`src/rtl/aes_ks_cache_if.sv`:
```
// aes_ks_cache_if: cipher-side and key-schedule-side signals of the round-key cache
interface aes_ks_cache_if;
  logic [255:0] key_i;
  logic [1:0] size_i;
  logic key_load_i;
  logic busy_o;
  logic ready_o;
  logic [3:0] nr_o;
  logic err_o;
  logic ks_load_o;
  logic ks_en_o;
  logic [1:0] ks_size_o;
  logic [255:0] ks_key_o;
  logic [127:0] ks_rk_i;
  logic rd_en_i;
  logic [3:0] rd_idx_i;
  logic [127:0] rd_rk_o;
  modport master (
    output key_i, size_i, key_load_i, ks_rk_i, rd_en_i, rd_idx_i,
    input busy_o, ready_o, nr_o, err_o, ks_load_o, ks_en_o, ks_size_o, ks_key_o, rd_rk_o
  );
  modport slave (
    input key_i, size_i, key_load_i, ks_rk_i, rd_en_i, rd_idx_i,
    output busy_o, ready_o, nr_o, err_o, ks_load_o, ks_en_o, ks_size_o, ks_key_o, rd_rk_o
  );
endinterface

```
`src/rtl/aes_ks_cache.sv`:
```
// aes_ks_cache: captures the AES key-schedule round keys once and serves them by index
module aes_ks_cache (
  input logic clk,
  input logic rst,
  aes_ks_cache_if.slave bus
);
  typedef enum logic [1:0] {IDLE, LOAD, CAPTURE, READY} state_t;
  state_t state_q, state_d;
  logic [3:0] cnt_q, cnt_d;
  logic [3:0] nr_q, nr_d;
  logic [127:0] rd_rk_q, rd_rk_d;
  logic [255:0] key_q, key_d;
  logic [1:0] size_q, size_d;
  logic err_q, err_d;
  logic [127:0] store [15];
  logic accept;
  logic rd_ok;
  assign accept = bus.key_load_i && bus.size_i != 2'd3;
  assign rd_ok = state_q == READY && bus.rd_idx_i <= nr_q;
  always_comb begin
    state_d = state_q;
    cnt_d = cnt_q;
    nr_d = nr_q;
    key_d = key_q;
    size_d = size_q;
    case (state_q)
      LOAD: begin
        state_d = CAPTURE;
        cnt_d = '0;
      end
      CAPTURE: begin
        state_d = cnt_q == nr_q ? READY : CAPTURE;
        cnt_d = cnt_q + 4'd1;
      end
      default: ;
    endcase
    if (accept) begin
      state_d = LOAD;
      key_d = bus.key_i;
      size_d = bus.size_i;
      nr_d = 4'd10 + {1'b0, bus.size_i, 1'b0};
    end
    err_d = (bus.key_load_i && !accept) || (bus.rd_en_i && !rd_ok);
    rd_rk_d = !bus.rd_en_i ? rd_rk_q : rd_ok ? store[bus.rd_idx_i] : '0;
  end
  always_ff @(posedge clk or posedge rst) begin
    if (rst) begin
      state_q <= IDLE;
      cnt_q <= '0;
      nr_q <= '0;
      rd_rk_q <= '0;
      key_q <= '0;
      size_q <= '0;
      err_q <= 1'b0;
    end else begin
      state_q <= state_d;
      cnt_q <= cnt_d;
      nr_q <= nr_d;
      rd_rk_q <= rd_rk_d;
      key_q <= key_d;
      size_q <= size_d;
      err_q <= err_d;
    end
  end
  // the store has no reset: reads are gated by READY, so stale slots never leak
  always_ff @(posedge clk) begin
    if (state_q == CAPTURE) store[cnt_q] <= bus.ks_rk_i;
  end
  assign bus.busy_o = state_q == LOAD || state_q == CAPTURE;
  assign bus.ready_o = state_q == READY;
  assign bus.nr_o = nr_q;
  assign bus.err_o = err_q;
  assign bus.ks_load_o = state_q == LOAD;
  assign bus.ks_en_o = state_q == CAPTURE && cnt_q != nr_q;
  assign bus.ks_size_o = size_q;
  assign bus.ks_key_o = key_q;
  assign bus.rd_rk_o = rd_rk_q;
endmodule

```
`src/flat_wrapper.sv`:
```
// flat-port wrapper written by rule: the top's interface ports become plain ports
module aes_ks_cache_flat 
  (clk, rst, bus_key_i, bus_size_i, bus_key_load_i, bus_ks_rk_i, bus_rd_en_i, bus_rd_idx_i, bus_busy_o, bus_ready_o, bus_nr_o, bus_err_o, bus_ks_load_o, bus_ks_en_o, bus_ks_size_o, bus_ks_key_o, bus_rd_rk_o);
  aes_ks_cache_if bus_i ();
  input logic clk;
  input logic rst;
  input wire logic [$bits(bus_i.key_i)-1:0] bus_key_i;
  input wire logic [$bits(bus_i.size_i)-1:0] bus_size_i;
  input wire logic [$bits(bus_i.key_load_i)-1:0] bus_key_load_i;
  input wire logic [$bits(bus_i.ks_rk_i)-1:0] bus_ks_rk_i;
  input wire logic [$bits(bus_i.rd_en_i)-1:0] bus_rd_en_i;
  input wire logic [$bits(bus_i.rd_idx_i)-1:0] bus_rd_idx_i;
  output wire logic [$bits(bus_i.busy_o)-1:0] bus_busy_o;
  output wire logic [$bits(bus_i.ready_o)-1:0] bus_ready_o;
  output wire logic [$bits(bus_i.nr_o)-1:0] bus_nr_o;
  output wire logic [$bits(bus_i.err_o)-1:0] bus_err_o;
  output wire logic [$bits(bus_i.ks_load_o)-1:0] bus_ks_load_o;
  output wire logic [$bits(bus_i.ks_en_o)-1:0] bus_ks_en_o;
  output wire logic [$bits(bus_i.ks_size_o)-1:0] bus_ks_size_o;
  output wire logic [$bits(bus_i.ks_key_o)-1:0] bus_ks_key_o;
  output wire logic [$bits(bus_i.rd_rk_o)-1:0] bus_rd_rk_o;
  assign bus_i.key_i = bus_key_i;
  assign bus_i.size_i = bus_size_i;
  assign bus_i.key_load_i = bus_key_load_i;
  assign bus_i.ks_rk_i = bus_ks_rk_i;
  assign bus_i.rd_en_i = bus_rd_en_i;
  assign bus_i.rd_idx_i = bus_rd_idx_i;
  assign bus_busy_o = bus_i.busy_o;
  assign bus_ready_o = bus_i.ready_o;
  assign bus_nr_o = bus_i.nr_o;
  assign bus_err_o = bus_i.err_o;
  assign bus_ks_load_o = bus_i.ks_load_o;
  assign bus_ks_en_o = bus_i.ks_en_o;
  assign bus_ks_size_o = bus_i.ks_size_o;
  assign bus_ks_key_o = bus_i.ks_key_o;
  assign bus_rd_rk_o = bus_i.rd_rk_o;
  aes_ks_cache u_core (.clk(clk), .rst(rst), .bus(bus_i));
endmodule
```
`config.mk`:
```
export PLATFORM = sky130hd
export DESIGN_NAME = aes_ks_cache_flat
export DESIGN_NICKNAME = d
export VERILOG_FILES = /design/src/rtl/aes_ks_cache_if.sv /design/src/rtl/aes_ks_cache.sv /design/src/flat_wrapper.sv
export SDC_FILE = /design/constraint.sdc
export NUM_CORES = 2
export LEC_CHECK = 0
export BUFFER_PORTS_ARGS = -buffer_cell sky130_fd_sc_hd__buf_2
export CAP_MARGIN = 40
export CORE_MARGIN = 5
export CORE_UTILIZATION = 55
export CTS_CLUSTER_SIZE = 14
export DETAILED_ROUTE_END_ITERATION = 8
export PLACE_DENSITY = 0.75
export SLEW_MARGIN = 10
export SYNTH_ARGS = -nofsm -noshare
export SYNTH_HDL_FRONTEND = slang
export SYNTH_SLANG_ARGS = --single-unit
```
`constraint.sdc`:
```
create_clock -name clk -period 17.3 [get_ports clk]
set_input_delay 3.46 -clock clk [delete_from_list [all_inputs] [get_ports clk]]
set_output_delay 3.46 -clock clk [all_outputs]
set_load 0.02 [all_outputs]
```
== Yosys cells after proc, flatten, opt, wreduce, memory -nomap -nowiden ==
Memory sizes are Yosys's and may differ from the RTL's.
Cells that the tools add are included.

* Register bits after elaboration: 397
* Bits in writable memories: 1920
* Input bits: 394
* Output and inout bits: 395
* Word-level logic and storage cells: 35
* Memories kept: 1

{| class="wikitable"
|+ Memory list
! memory !! depth !! bits a word !! rd ports !! clocked after Yosys merged registers in !! write ports !! RTL line !! RTL
|-
| u_core.store || 15 || 128 || 1 || 0 || 1 || aes_ks_cache.sv:15 || <nowiki>logic [127:0] store [15];</nowiki>
|}

* $add $sub $neg: 2
* Magnitude comparators: 1
* Equality and inequality tests: 6
* Multiplexer cells: 7
* Reductions and logical operators: 11

{| class="wikitable"
|+ Operator list
! cell !! number
|-
| $mux W128 || 1
|-
| $pmux W4 S2 || 1
|-
| $logic_and A1 B1 Y1 || 5
|-
| $add A4 B1 Y4 const B || 1
|-
| $add A4 B3 Y4 const A || 1
|-
| $eq A2 B2 Y1 const B || 2
|-
| $eq A4 B4 Y1 || 1
|-
| $le A4 B4 Y1 || 1
|-
| $ne A4 B4 Y1 || 1
|-
| $pmux W2 S2 || 1
|-
| $mux W1 || 3
|-
| $reduce_bool A3 Y1 || 1
|-
| $eq A2 B1 Y1 const B || 1
|-
| $logic_not A1 Y1 || 2
|-
| $logic_or A1 B1 Y1 || 2
|-
| $mux W2 || 1
|-
| $ne A2 B2 Y1 const B || 1
|-
| $reduce_bool A2 Y1 || 1
|}

== Longest topological paths before layout ==
* Depth in word-level cells: 5
* Gate-level depth with buffers: 9

== Worst setup path after synthesis ==
No wires, ideal clock.

* Path kind: reg2reg
* Start: register u_core.state_q[0]
* End: memory u_core.store[2][0] (enable)
* Setup time: 0.772 ns
* Arrival: 9.620 ns
* Data required time: 16.528 ns
* Slack: 6.908 ns
* Stages on the path, launching flop included: 6
* Path buffers: 1
* Path through: dfrtp_1 inv_1 ha_1 clkbuf_1 nand2_1 nor3_1

* Cells in the longest elaborated chain, start to end: 3

{| class="wikitable"
|+ RTL lines
! what !! RTL line !! RTL
|-
| start, declared || aes_ks_cache.sv:8 || <nowiki>state_t state_q, state_d;</nowiki>
|-
| start signal, assigned || aes_ks_cache.sv:56 || <nowiki>state_q <= state_d;</nowiki>
|-
| $eq A2 B2 Y1 || aes_ks_cache.sv:67 || <nowiki>if (state_q == CAPTURE) store[cnt_q] <= bus.ks_rk_i;</nowiki>
|-
| $mux W1 || aes_ks_cache.sv:67 ||
|-
| $mux W1 (implied by the code) || aes_ks_cache.sv:67 ||
|-
| end, declared || aes_ks_cache.sv:15 ||
|}

Every way passes these cells.

== Worst setup path in the final report ==
* Start: input port bus_rd_idx_i[2]
* End: register u_core.rd_rk_q[119], in the netlist u_core.bus.rd_rk_o[119]

* Cells in the longest elaborated chain, start to end: 3
* Elaborated cells on any way between the ends: 4
* Those cells by class: order compare: 1; mux: 1; reduce/logical: 1; memory: 1

{| class="wikitable"
|+ RTL lines
! what !! RTL line !! RTL
|-
| start, declared || flat_wrapper.sv:12 || <nowiki>input wire logic [$bits(bus_i.rd_idx_i)-1:0] bus_rd_idx_i;</nowiki>
|-
| $le A4 B4 Y1 || aes_ks_cache.sv:19 || <nowiki>assign rd_ok = state_q == READY && bus.rd_idx_i <= nr_q;</nowiki>
|-
| $logic_and A1 B1 Y1 || aes_ks_cache.sv:19 ||
|-
| $mux W128 (*) || aes_ks_cache.sv:44 || <nowiki>rd_rk_d = !bus.rd_en_i ? rd_rk_q : rd_ok ? store[bus.rd_idx_i] : '0;</nowiki>
|-
| end signal, assigned || aes_ks_cache.sv:59 || <nowiki>rd_rk_q <= rd_rk_d;</nowiki>
|-
| end, declared || aes_ks_cache.sv:11 || <nowiki>logic [127:0] rd_rk_q, rd_rk_d;</nowiki>
|}

Every way passes the cells marked *; elsewhere a longest branch is shown, timed or not.
A chain may end at the register's enable or synchronous reset.

==> metrics.csv <==
stage,metric,value,unit
run_status,status,"finished, final reports clean",
sta,period utilisation layout,0.3955,
clock_tree,CTS tree,built,
logic_synthesis,Netlist cell types,39,
setup_path,"delay-heaviest family, CP",buffers and inverters,
route,Final ANT Viol Nets,0,
floorplanning,core area,158600,µm²
sta,Max Slew Vio Count,0,
global_routing,grt met3 use,0.07484,
floorplanning,Die X-Extent,409.4,µm
logic_synthesis,ys async rst share,0.1710,
worst_hold_path,worst hold path type,reg2reg,
sta,Slew @ Worst Pin,0.9591,ns
logic_synthesis,"Net Count, Synth",5417,
logic_synthesis,Post-synth EDFFs,1920,
setup_path,CP Cell Sequence,buf_8 > buf_4 > buf_12 > buf_4 > buf_16 > buf_4 > mux4_2 > o22ai_1 > o32ai_1,
power,worst vdd ir,0.1087,mV
placement,pre-CTS setup slack,9.593,ns
clock_tree,CTS sink count,2316,
finish,share of layout cells above drive strength 1,0.2510,
finish,most frequent cells in the layout,"edfxtp_1 (1920), nand2_1 (912), buf_2 (782)",
clock_tree,"Clk pin slew, worst setup/hold paths",0.06,ns
logic_synthesis,Post-Syn Instances,5012,
route,Iteration-0 DRC Markers,6263,
setup_path,CP most frequent cell,buf_4,
sta,max_slew headroom,0.3606,
global_routing,number of antenna violations at the first check in global routing,108,
sta,Final setup viols,0,
clock_tree,H-Tree Depth,4,
route,DRT Pass-1 Iters,6,
global_routing,largest net degree at the start of global routing,129,
setup_path,Startpoint Class,input pin,
route,per-cell routed wire length,31.70,µm
logic_synthesis,top_reg_cell synth,edfxtp_1,
clock_tree,hold buffers post-CTS,0,
floorplanning,FP Rows,146,
placement,gpl congestion,1.017,
finish,Layout area overhead,15.81,%
floorplanning,I/O pin count,789,
setup_path,CP max FO,128,
setup_path,critical path type,in2reg,
logic_synthesis,Yosys warnings,0,
finish,area of the multi-input gates,17930,µm²
clock_tree,clock root cell,clkbuf_16,
global_routing,Total GRT Usage,0.3039,
global_routing,met2 Use GR,0.4796,
placement,Placed Cells,7697,
route,total vias in the final route,50299,
floorplanning,Die Ht,409.4,µm
setup_path,Worst EP arrival,7.52,ns
setup_path,CP max stage delay,0.71,ns
finish,storage element area,67560,µm²
finish,FILL cells,10841,
clock_tree,CTS Buffer Depth,3,
setup_path,CP required,17.98,ns
clock_tree,"Setup Fix Bufs, Post-CTS",0,
setup_path,CP Capture Type,flop,
logic_synthesis,"flops & latches, synth",2316,
placement,hpwl dp,155800,µm
sta,total negative slack,0,ns
finish,"most common cell after layout, fill and taps aside",edfxtp_1,
clock_tree,cts repair resizes,0,
power,Tot Pwr,0.01267,W
setup_path,Worst path slowest cell,buf_4,
route,# DRC,0,
route,routed vias/inst,6.176,
route,final wirelength,258100,µm
clock_tree,Worst-Skew Late Latency,0.85,ns
run,max-cap viol count,0,
global_routing,met1 global-route usage,0.4049,
power,leakage,37.90,nW
logic_synthesis,Mapped Area,87720,µm²
sta,final critical-path required period,6.842,ns
setup_path,buffers plus inverters on the worst setup path,6,
logic_synthesis,sequential share of the synthesized area,0.7702,
sta,RSZ-0062 raised after global routing,false,
sta,setup ws final,10.46,ns
global_routing,GR Overflow Total,0,
sta,Fmax,146.2,MHz
floorplanning,Initial Util,0.5532,
logic_synthesis,Syn Area/Cell,17.50,µm²
finish,Non-Filler Instances,8144,
clock_tree,CTS buffer count,221,
global_routing,first-pass GRT wire length,365200,µm
floorplanning,die area,167600,µm²
finish,final core occ,0.6407,
placement,port bufs,787,
sta,skew final,0.06099,ns
global_routing,vias in the first global route,49657,
power,power per cell area,124.7,nW/µm²
global_routing,GR peak layer,met2,
finish,Nets,6253,
sta,"Hold Vio Cnt, Final",0,
==> tightest hold or removal path: cells and delay by family (launching register included) <==
kind             cells  cell delay (ns)
flip-flops           1             0.33
AND/OR/NAND/NOR      2             0.11
==> report_power, final <==
group	total, W	internal (W)	switching (W)
clock	0.00478	0.00271	0.00207
combinational	0.00135	0.000420	0.000934
sequential	0.00653	0.00636	0.000175
total	0.0127	0.00949	0.00318
==> worst paths after layout <==
check	from	to	slack (ns)	cells past startpoint
worst max-delay path	bus_rd_idx_i[2]	u_core.bus.rd_rk_o[119]	10.46	9
worst min-delay path	u_core.bus.ks_key_o[91]	u_core.bus.ks_key_o[91]	0.47	2
worst max register to register	u_core.state_q[0]	u_core.store[6][41]	13.57	6
worst min register to register	u_core.bus.ks_key_o[91]	u_core.bus.ks_key_o[91]	0.47	2
max in group asynchronous	rst	u_core.bus.ks_key_o[126]	13.20	4
min in group asynchronous	rst	u_core.bus.ks_key_o[161]	2.50	2
==> sequential cells by signal, indices dropped and copies added (netlist names) <==
signal,cells
u_core.bus.ks_key_o,256
u_core.state_q,2
u_core.bus.rd_rk_o,128
u_core.cnt_q,4
u_core.bus.err_o,1
u_core.bus.nr_o,3
u_core.store,1920
u_core.bus.ks_size_o,2
==> cell families after synthesis <==
group                    synth area share
flip-flops                         0.7702
AND/OR/NAND/NOR                   0.04078
AO/OA/AOI/OAI                     0.05035
multiplexers                       0.1098
buffers and inverters             0.02687
adder cells (fa/ha/maj)          0.001569
XOR/XNOR                        0.0002996
other                          0.00004275
==> final cells by class <==
cell class / instances / share of cell area
antenna: 33 / 0.0008129
clock buffer: 327 / 0.06172
clock inverter: 87 / 0.009274
inverter: 138 / 0.005173
multi-input combinational: 2254 / 0.1765
sequential: 2316 / 0.6651
tap: 2072 / 0.02552
timing repair buffer: 917 / 0.05590
==> synthesized netlist by cell type, types with 5 or more instances <==
cell type / count / area, µm²
buf_4: 27 / 202.7
o22ai_1: 129 / 807.0
buf_12: 14 / 280.3
dfrtp_1: 396 / 9910
ha_1: 11 / 137.6
buf_8: 8 / 120.1
o32ai_1: 127 / 1112
mux4_2: 256 / 5766
mux2_2: 5 / 56.30
buf_6: 24 / 270.3
buf_1: 12 / 45.04
o21ai_0: 135 / 675.7
nor3_1: 5 / 25.02
o221ai_1: 127 / 1112
buf_2: 76 / 380.4
clkbuf_1: 142 / 533.0
mux2i_1: 381 / 3814
a21oi_1: 129 / 645.6
nand2_1: 912 / 3423
inv_1: 138 / 518.0
nor2_1: 11 / 41.29
edfxtp_1: 1920 / 57660
nand2b_1: 5 / 31.28
==> per-layer routing <==
layer	up-vias	part of all wire	wire length [µm]
li1	21059	-	-
met1	25876	0.38	97610
met2	2764	0.48	123500
met3	548	0.092	23840
met4	52	0.050	12870
met5	-	0.0013	333
==> stage by stage <==
stage	hold slack [ns]	instance area (µm²)
floorplan	0.5227	87720
global placement	0.4535	93360
detailed placement	0.4564	94300
CTS	0.4716	101500
global route	0.4862	101600
finish	0.4667	101600
No activity file was read; power rests on OpenSTA's default activity.
